===== src/rtl/uart_rx_pkg.sv =====
// Shared types and baud helpers for the oversampled UART receiver.
package uart_rx_pkg;

  typedef enum logic [2:0] {IDLE, START, DATA, PARITY, STOP, BREAK} state_e;

  typedef enum logic [1:0] {ERR_NONE, ERR_FRAME, ERR_PARITY, ERR_OVERRUN} err_code_e;

  localparam int OVERSAMPLE = 16;

  localparam int BAUD_TABLE [8] = '{1200, 2400, 4800, 9600, 19200, 38400, 57600, 115200};

  // Clocks per oversample tick, truncated.
  function automatic int baud_div(input int clk_freq, input logic [2:0] sel);
    return clk_freq / (BAUD_TABLE[sel] * OVERSAMPLE);
  endfunction

endpackage


===== src/rtl/uart_rx_sfifo.sv =====
// Synchronous RX FIFO; a push into a full FIFO only lands when a pop frees a slot in the same cycle.
module uart_rx_sfifo #(
  parameter int WIDTH = 8,
  parameter int DEPTH = 8
) (
  input  logic                   clk_i,
  input  logic                   rst_n,
  input  logic                   push,
  input  logic [WIDTH-1:0]       push_data,
  input  logic                   pop,
  output logic [WIDTH-1:0]       pop_data,
  output logic                   full,
  output logic                   empty,
  output logic [$clog2(DEPTH):0] level
);

  localparam int AW = $clog2(DEPTH);

  logic [WIDTH-1:0] mem [DEPTH];
  logic [AW-1:0]    wr_ptr;
  logic [AW-1:0]    rd_ptr;
  logic [AW:0]      count;
  logic             do_push;
  logic             do_pop;

  assign empty   = (count == '0);
  assign full    = (count == (AW+1)'(DEPTH));
  assign do_pop  = pop && !empty;
  assign do_push = push && (!full || do_pop);

  always_ff @(posedge clk_i or negedge rst_n) begin
    if (!rst_n) begin
      wr_ptr <= '0;
      rd_ptr <= '0;
      count  <= '0;
    end else begin
      if (do_push) wr_ptr <= wr_ptr + AW'(1);
      if (do_pop)  rd_ptr <= rd_ptr + AW'(1);
      case ({do_push, do_pop})
        2'b10:   count <= count + (AW+1)'(1);
        2'b01:   count <= count - (AW+1)'(1);
        default: count <= count;
      endcase
    end
  end

  always_ff @(posedge clk_i) begin
    if (do_push) mem[wr_ptr] <= push_data;
  end

  // Storage is not reset, so the head is masked to zero while empty.
  assign pop_data = empty ? '0 : mem[rd_ptr];
  assign level    = count;

endmodule


===== src/rtl/uart_rx_fifo_top.sv =====
// 16x oversampled UART receiver with majority voting, configurable frame format and RX FIFO.
// Drain handshake: the FIFO head pops on any rising edge where rx_valid_o and rx_ready_i are both high.
module uart_rx_fifo_top
  import uart_rx_pkg::*;
#(
  parameter int CLK_FREQ   = 100_000_000,
  parameter int DATA_BITS  = 8,
  parameter int PARITY_EN  = 0,
  parameter int PARITY_ODD = 0,
  parameter int STOP_BITS  = 1,
  parameter int FIFO_DEPTH = 8
) (
  input  logic                        clk_i,
  input  logic                        rst_n,
  input  logic                        uart_rx_i,
  input  logic [2:0]                  buad_set_i,
  output logic [DATA_BITS-1:0]        rx_data_o,
  output logic                        rx_valid_o,
  input  logic                        rx_ready_i,
  output logic                        rx_done_o,
  output logic                        rx_error_o,
  output logic [1:0]                  rx_err_code_o,
  output logic [$clog2(FIFO_DEPTH):0] rx_level_o,
  output state_e                      dbg_state_o
);

  localparam int DIV_TAB [8] = '{
    baud_div(CLK_FREQ, 3'd0), baud_div(CLK_FREQ, 3'd1),
    baud_div(CLK_FREQ, 3'd2), baud_div(CLK_FREQ, 3'd3),
    baud_div(CLK_FREQ, 3'd4), baud_div(CLK_FREQ, 3'd5),
    baud_div(CLK_FREQ, 3'd6), baud_div(CLK_FREQ, 3'd7)
  };
  localparam int   DIV_W     = $clog2(DIV_TAB[0]) + 1;
  localparam logic PAR_EN    = (PARITY_EN != 0);
  localparam logic PAR_ODD   = (PARITY_ODD != 0);
  localparam logic LAST_STOP = (STOP_BITS == 2);

  logic                 rx_s1, rx_s2, rx_prev;
  logic                 fall;
  state_e               state, state_nx;
  logic [DIV_W-1:0]     div_m1;
  logic [DIV_W-1:0]     tick_cnt;
  logic                 tick;
  logic [3:0]           samp;
  logic                 s7, s8, maj;
  logic                 at9, at15;
  logic [3:0]           bit_cnt;
  logic                 stop_cnt;
  logic [3:0]           brk_cnt;
  logic [DATA_BITS-1:0] shreg;
  logic                 par_err;
  logic                 stop_bad, stop_good, parity_bad, frame_good, overrun, push;
  logic                 fifo_full, fifo_empty;
  err_code_e            code_q;

  // The two synchroniser flops plus a history flop for edge detection all idle high.
  always_ff @(posedge clk_i or negedge rst_n) begin
    if (!rst_n) begin
      rx_s1   <= 1'b1;
      rx_s2   <= 1'b1;
      rx_prev <= 1'b1;
    end else begin
      rx_s1   <= uart_rx_i;
      rx_s2   <= rx_s1;
      rx_prev <= rx_s2;
    end
  end

  assign fall = rx_prev && !rx_s2;

  // Divisor is re-latched every idle cycle, so it is frozen for the whole frame.
  always_ff @(posedge clk_i or negedge rst_n) begin
    if (!rst_n) begin
      div_m1 <= '0;
    end else if (state == IDLE) begin
      div_m1 <= DIV_W'(DIV_TAB[buad_set_i] - 1);
    end
  end

  assign tick = (state != IDLE) && (tick_cnt == div_m1);
  assign at9  = tick && (samp == 4'd9);
  assign at15 = tick && (samp == 4'd15);
  assign maj  = (s7 & s8) | (s7 & rx_s2) | (s8 & rx_s2);

  always_ff @(posedge clk_i or negedge rst_n) begin
    if (!rst_n) begin
      tick_cnt <= '0;
      samp     <= '0;
      s7       <= 1'b1;
      s8       <= 1'b1;
    end else begin
      if (state == IDLE || tick) tick_cnt <= '0;
      else                       tick_cnt <= tick_cnt + DIV_W'(1);
      if (state == IDLE) samp <= '0;
      else if (tick)     samp <= samp + 4'd1;
      if (tick && samp == 4'd7) s7 <= rx_s2;
      if (tick && samp == 4'd8) s8 <= rx_s2;
    end
  end

  always_ff @(posedge clk_i or negedge rst_n) begin
    if (!rst_n) state <= IDLE;
    else        state <= state_nx;
  end

  always_comb begin
    state_nx = state;
    case (state)
      IDLE:   if (fall) state_nx = START;
      START: begin
        if (at9 && maj) state_nx = IDLE;
        else if (at15)  state_nx = DATA;
      end
      DATA: begin
        if (at15 && bit_cnt == 4'(DATA_BITS - 1)) state_nx = PAR_EN ? PARITY : STOP;
      end
      PARITY: if (at15) state_nx = STOP;
      STOP: begin
        if (at9) begin
          if (!maj)                       state_nx = BREAK;
          else if (stop_cnt == LAST_STOP) state_nx = IDLE;
        end
      end
      BREAK:  if (tick && rx_s2 && brk_cnt == 4'd15) state_nx = IDLE;
      default: state_nx = IDLE;
    endcase
  end

  always_ff @(posedge clk_i or negedge rst_n) begin
    if (!rst_n) begin
      bit_cnt  <= '0;
      stop_cnt <= 1'b0;
      brk_cnt  <= '0;
      shreg    <= '0;
      par_err  <= 1'b0;
    end else begin
      if (state == START)            bit_cnt <= '0;
      else if (state == DATA && at15) bit_cnt <= bit_cnt + 4'd1;
      if (state != STOP) stop_cnt <= 1'b0;
      else if (at15)     stop_cnt <= 1'b1;
      if (state != BREAK) brk_cnt <= '0;
      else if (tick)      brk_cnt <= rx_s2 ? brk_cnt + 4'd1 : 4'd0;
      if (state == DATA && at9) shreg <= {maj, shreg[DATA_BITS-1:1]};
      if (state == IDLE)               par_err <= 1'b0;
      else if (state == PARITY && at9) par_err <= ((^shreg) ^ maj) != PAR_ODD;
    end
  end

  // Frame-end resolution: framing beats parity beats overrun.
  assign stop_bad   = (state == STOP) && at9 && !maj;
  assign stop_good  = (state == STOP) && at9 && maj && (stop_cnt == LAST_STOP);
  assign parity_bad = stop_good && PAR_EN && par_err;
  assign frame_good = stop_good && !parity_bad;
  assign overrun    = frame_good && fifo_full && !rx_ready_i;
  assign push       = frame_good && !overrun;

  assign rx_done_o  = push;
  assign rx_error_o = stop_bad || parity_bad || overrun;

  always_ff @(posedge clk_i or negedge rst_n) begin
    if (!rst_n) begin
      code_q <= ERR_NONE;
    end else if (rx_error_o) begin
      if (stop_bad)        code_q <= ERR_FRAME;
      else if (parity_bad) code_q <= ERR_PARITY;
      else                 code_q <= ERR_OVERRUN;
    end
  end

  uart_rx_sfifo #(
    .WIDTH (DATA_BITS),
    .DEPTH (FIFO_DEPTH)
  ) u_fifo (
    .clk_i     (clk_i),
    .rst_n     (rst_n),
    .push      (push),
    .push_data (shreg),
    .pop       (rx_ready_i),
    .pop_data  (rx_data_o),
    .full      (fifo_full),
    .empty     (fifo_empty),
    .level     (rx_level_o)
  );

  assign rx_valid_o    = !fifo_empty;
  assign rx_err_code_o = code_q;
  assign dbg_state_o   = state;

endmodule


===== config.mk =====
export PLATFORM = sky130hd
export DESIGN_NAME = uart_rx_fifo_top
export DESIGN_NICKNAME = d
export VERILOG_FILES = /design/src/rtl/uart_rx_pkg.sv /design/src/rtl/uart_rx_sfifo.sv /design/src/rtl/uart_rx_fifo_top.sv
export SDC_FILE = /design/constraint.sdc
export NUM_CORES = 1
export LEC_CHECK = 0
export ABC_AREA = 1
export BUFFER_PORTS_ARGS = -buffer_cell sky130_fd_sc_hd__buf_2
export CORE_MARGIN = 1.5
export CORE_UTILIZATION = 46
export DETAILED_ROUTE_END_ITERATION = 7
export GPL_ROUTABILITY_DRIVEN = 0
export PLACE_DENSITY = 0.73
export SETUP_SLACK_MARGIN = 0.15
export SLEW_MARGIN = 20
export SYNTH_ARGS = -nofsm -noshare
export SYNTH_HDL_FRONTEND = slang
export SYNTH_SLANG_ARGS = --single-unit

===== constraint.sdc =====
create_clock -name clk_i -period 5.22 [get_ports clk_i]
set_input_delay 1.044 -clock clk_i [delete_from_list [all_inputs] [get_ports clk_i]]
set_output_delay 1.044 -clock clk_i [all_outputs]
set_load 0.1 [all_outputs]

== Word-level counts from Yosys, hierarchy flattened ==
Memory sizes are Yosys's and may differ from the RTL's.
Cells that the tools add are included.
Word-level totals
  input port bits: 7
  ROM bits: 256
  bits in registers: 69
  output and inout bits: 20
  memories: 2
  memory bits (writable): 64
  logic and storage cells: 126
Memories
  (no name shown): words 8, width 32, rd ports 1, clocked after Yosys merged registers in 0, write ports 0, line uart_rx_fifo_top.sv:76  | div_m1 <= DIV_W'(DIV_TAB[buad_set_i] - 1);
  u_fifo.mem: words 8, width 8, rd ports 1, clocked after Yosys merged registers in 0, write ports 1, line uart_rx_sfifo.sv:19  | logic [WIDTH-1:0] mem [DEPTH];
Operators by class
  multiplexer cells: 27
  bitwise operators: 7
  order comparisons: 1
  reduce and logical (&&, ||, !) cells: 39
  eq/ne operators: 24
  add/sub/neg operators: 9
Operators with widths (count)
  14-bit two-way mux: 3
  4-bit two-way mux: 7
  3-bit two-way mux: 9
  1-bit logical AND: 21
  4-bit equality test (second input constant): 5
  3-bit case mux with 6 select lines: 1
  4-bit by 1-bit adder with 4-bit output (second input constant): 4
  14-bit by 1-bit adder with 14-bit output (second input constant): 1
  14-bit equality test: 1
  14-bit by 2-bit subtractor with 14-bit output (second input constant): 1
  3-bit inequality test (second input constant): 4
  2-bit inequality test (second input constant): 5
  2-bit nonzero test: 5
  4-bit by 3-bit equality test with 1-bit output (second input constant): 2
  8-bit two-way mux: 1
  4-bit case mux with 2 select lines: 1
  7-bit AND reduction: 1
  3-bit by 1-bit adder with 3-bit output (second input constant): 2
  3-bit by 2-bit equality test with 1-bit output (second input constant): 2
  3-bit equality test (second input constant): 2
  1-bit zero test: 6
  4-bit greater-or-equal comparator (second input constant): 1
  4-bit zero test: 1
  1-bit two-way mux: 4
  12 further kinds: 17

== Logic depth before layout (Yosys ltp) ==
  word-level depth: 13
  gate-level depth with buffers: 19
  depth with buffers taken out: 19

== Hierarchy ==
From an unflattened synthesis, not the netlist that was laid out.
Unflattened totals
  cell total of the unflattened synthesis: 694
  area total of the unflattened synthesis: 6500.0 um^2
Modules (own cells, without submodules)
  uart_rx_fifo_top: times used 1, cells an instance 423, seq. area each 1482.7 um^2, area an instance 3333.2 um^2
  uart_rx_sfifo: times used 1, cells an instance 271, seq. area each 2172.1 um^2, area an instance 3166.8 um^2

== Worst setup path after synthesis ==
No wires, ideal clock.
  path type: register to output
  from: reg u_fifo.count[1], in the netlist u_fifo.level[1]
  to: out rx_data_o[0]
  path slack: 466 ps
  required time: 4176 ps
  stages on the path, launching flop included: 7
  buffers on the path: 0
  data arrival time: 3710 ps
  cells stage by stage: dfrtp_1 > nor2_1 > inv_1 > nor3_1 > inv_1 > o21ai_0 > a31oi_1
On the way
  cells in the longest elaborated chain, start to end: 2
RTL lines
  from (decl): line uart_rx_sfifo.sv:22  | logic [AW:0] count;
  from (signal assigned): line uart_rx_sfifo.sv:40  | 2'b10: count <= count + (AW+1)'(1);
  from (signal assigned): line uart_rx_sfifo.sv:41  | 2'b01: count <= count - (AW+1)'(1);
  from (signal assigned): line uart_rx_sfifo.sv:42  | default: count <= count;
  4-bit zero test: line uart_rx_sfifo.sv:26  | assign empty = (count == '0);
  8-bit two-way mux: line uart_rx_sfifo.sv:52  | assign pop_data = empty ? '0 : mem[rd_ptr];
  to (decl): line uart_rx_fifo_top.sv:17  | output logic [DATA_BITS-1:0] rx_data_o,
Every way passes these cells.

== Worst setup path after layout ==
  from: reg u_fifo.rd_ptr[0]
  to: out rx_data_o[7]
On the way
  cells in the longest elaborated chain, start to end: 2
RTL lines
  from (decl): line uart_rx_sfifo.sv:21  | logic [AW-1:0] rd_ptr;
  from (signal assigned): line uart_rx_sfifo.sv:38  | if (do_pop) rd_ptr <= rd_ptr + AW'(1);
  memory 8 x 8 bit
  8-bit two-way mux: line uart_rx_sfifo.sv:52
Every way passes these cells.

==> flow_metrics.env <==
export IMPL_worst_pin_slew_ns=1.05
export IMPL_post_cts_buffers=0
export IMPL_initial_core_util_pct=47.4
export IMPL_critical_path_top_delay_family="buffers and inverters"
export IMPL_cts_buffers=17
export IMPL_dp_hpwl_microns=9110
export IMPL_fin_hold_ws_ns=0.365
export IMPL_crit_path_end="rx_data_o[7]"
export IMPL_synth_area_leaders="edfxtp_1, dfrtp_1, nand2_1"
export IMPL_synth_ff_type="edfxtp_1"
export IMPL_skew_ns=0.0111
export IMPL_die_h_microns=120
export IMPL_synth_cell_types=44
export IMPL_cts_resized=0
export IMPL_clkTransAtPathRegs_ns=0.06
export IMPL_final_area_sq_mm=0.00715
export IMPL_critPathMostFrequentCell="o21ai_0"
export IMPL_reg2reg_from="dbg_state_o[1]"
export IMPL_avgSynthCellArea_sq_um=9.39
export IMPL_critPathLaunchType="flip-flop"
export IMPL_syn_nets=694
export IMPL_syn_inst=671
export IMPL_crit_start="u_fifo.rd_ptr[0]"
export IMPL_io_buffers=26
export IMPL_placed_area_sq_mm=0.00661
export IMPL_power_density_mw_per_mm2=572
export IMPL_dr_pass1_iters=5
export IMPL_drc=0
export IMPL_routed_wl_microns=13300
export IMPL_h_tree_depth=4
export IMPL_hold_path_class="reg -> reg"
export IMPL_num_fill_cells=1133
export IMPL_fin_tns_setup_ns=0
export IMPL_fp_dieW_microns=120
export IMPL_crit_slowest_cell="inv_1"
export IMPL_relSlewSlack_pct=29.8
export IMPL_track_usage_pct=20.1
export IMPL_root_buffer="clkbuf_16"
export IMPL_critPathMaxFanout=35
export IMPL_grt_pass1_vias=4698
export IMPL_antenna_cells=0
export IMPL_crit_chain="buf_4 -> inv_1 -> o21ai_0 -> o22ai_1 -> o21ai_0 -> a31oi_1 -> buf_2"
export IMPL_status="complete, no violations"
export IMPL_post_route_period_util_pct=72.9
export IMPL_crit_buf_inv=3
export IMPL_grt_max_degree=37
export IMPL_syn_cell_area_sq_mm=0.00630
export IMPL_cts_tree="yes"
export IMPL_maxSlewViolCount=0
export IMPL_yosys_warnings=0
export IMPL_num_rows=42
export IMPL_via_per_inst=5.29
export IMPL_hold_viol=0
export IMPL_setup_worst_path_end_class="output port"
export IMPL_clk_latency_ns=0.42
export IMPL_yosysSeqAreaShare_pct=58.0
export IMPL_criticalPathCategory="reg -> out"
export IMPL_clockBufferDepth=2
export IMPL_maxCapViolCount=0
export IMPL_fmax_mhz=263
export IMPL_die_area_sq_mm=0.0144
export IMPL_async_flop_share_pct=51.9
export IMPL_layout_area_seq_sq_mm=0.00365
export IMPL_pin_count=27
export IMPL_syn2layout_area_growth_pct=13.5
export IMPL_p_total_mw=4.09
export IMPL_path_depth=7
export IMPL_clock_sinks=133
export IMPL_min_period_ns=3.81
export IMPL_worstReg2RegEnd="u_fifo.mem[7][2]"
export IMPL_rsz0062_at_grt="false"
export IMPL_final_cells=892
export IMPL_synth_area_leader_cell="edfxtp_1"
export IMPL_dp_cells=860
export IMPL_wl_per_cell_microns=14.9
export IMPL_antenna_found_initial=0
export IMPL_synth_seq_cells=133
export IMPL_peakVddDrop_uv=334
export IMPL_coreArea_sq_mm=0.0133
export IMPL_ant_nets=0
export IMPL_drive_gt1_share_pct=13.0
export IMPL_num_nets_final=726
export IMPL_r2r_cells=11
export IMPL_overflow=0
export IMPL_drt_initial_drc_count=549
export IMPL_cpPeakStageDelay_ns=0.65
export IMPL_synth_edff_count=64
export IMPL_grt_pass1_wl_microns=22600
export IMPL_holdBufCountCts=0
export IMPL_synth_top_area_share_pct=30.5
export IMPL_power_leakage_nw=3.27
export IMPL_vias=4716
export IMPL_finalSetupViolCount=0
export IMPL_r2r_slack_ns=2.14
export IMPL_cp_required_ns=4.18
export IMPL_multiInputGateArea_sq_mm=0.00229
export IMPL_cp_arrival_ns=2.76
layout by cell type, fill, tap and decap left out, types with 8 or more instances in the layout:
cell	count
a21oi_1	15
a31oi_1	9
buf_2	26
clkbuf_16	17
dfrtp_1	64
edfxtp_1	64
ha_1	16
inv_1	68
nand2_1	134
nand3_1	22
nor2_1	95
nor3_1	11
o21ai_0	68
o22ai_1	8
xor2_1	14
layout make-up:
cell class                 count  area share (%)
sequential                   133            51.1
multi-input combinational    446            32.0
clock buffer                  18            6.00
inverter                      76            3.99
tap                          176            3.08
timing repair buffer          29            2.13
clock inverter                14            1.66
synth_stat cells (all sizes together), types with 2 or more instances:
library cell / n
a21oi: 15
nand4: 9
dfrtp: 64
buf: 4
nand3: 24
xnor2: 7
xor2: 14
o22ai: 8
ha: 16
nor4: 2
a21boi: 2
or2: 4
a31oi: 9
nand2: 137
inv: 75
dfstp: 5
edfxtp: 64
o21ai: 73
nand3b: 2
clkbuf: 12
nor3: 11
nor2: 105
flip-flops by register name, summed over array words and instances (netlist names):
| signal | count |
|---|---|
| rx_err_code_o | 2 |
| bit_cnt | 4 |
| div_m1 | 14 |
| s7 | 1 |
| s8 | 1 |
| samp | 4 |
| rx_s2 | 1 |
| u_fifo.wr_ptr | 3 |
| rx_prev | 1 |
| dbg_state_o | 3 |
| brk_cnt | 4 |
| u_fifo.level | 4 |
| stop_cnt | 1 |
| tick_cnt | 14 |
| shreg | 8 |
| u_fifo.rd_ptr | 3 |
| u_fifo.mem | 64 |
| rx_s1 | 1 |
power by group:
part / leakage [nW] / internal [mW] / switching [mW]
sequential: 1.64 / 1.19 / 0.116
clock: 0.265 / 0.620 / 0.475
combinational: 1.36 / 0.380 / 1.31
per-stage QoR:
stage               util (%)  setup WS (ns)
detailed placement      49.7           1.90
finish                  53.8           1.41
global route            53.8           1.18
CTS                     53.8           1.44
global placement        49.7           1.92
floorplan                  -          0.466
metal layers:
layer / global-route usage (%) / vias to the layer above / wire length (microns)
met3: 4.37 / 23 / 611
met4: 7.74 / 0 / 211
met1: 25.6 / 2254 / 5830
met2: 33.5 / 130 / 6610
li1: - / 2309 / -
met5: 0 / - / 0
cells by family (layout without fill, tap and decap cells):
group,count (synthesis),after routing,synth area share (%)
buf+inv,92,137,5.66
flops,133,133,58.0
simple gates,295,295,20.4
compound gates,114,114,9.85
xor+xnor,21,21,2.92
fa+ha+maj,16,16,3.18
worst min-delay path by stage:
stage	startpoint	to	slack [ns]	cells after the start
2_1_floorplan	rx_s1	rx_s2	0.35	0
3_3_place_gp	rx_s1	rx_s2	0.35	0
5_1_grt	rx_s1	rx_s2	0.37	0
4_1_cts	rx_s1	rx_s2	0.36	0
6_report	rx_s1	rx_s2	0.37	0
3_5_place_dp	rx_s1	rx_s2	0.35	0
worst register-to-register path: cells and delay by family, from the launching register on:
kind,cells,cell delay (ns)
and+or+nand+nor,6,1.33
buffers and inverters,5,0.91
DFF,1,0.46
Power figures use the tool's default switching activity.
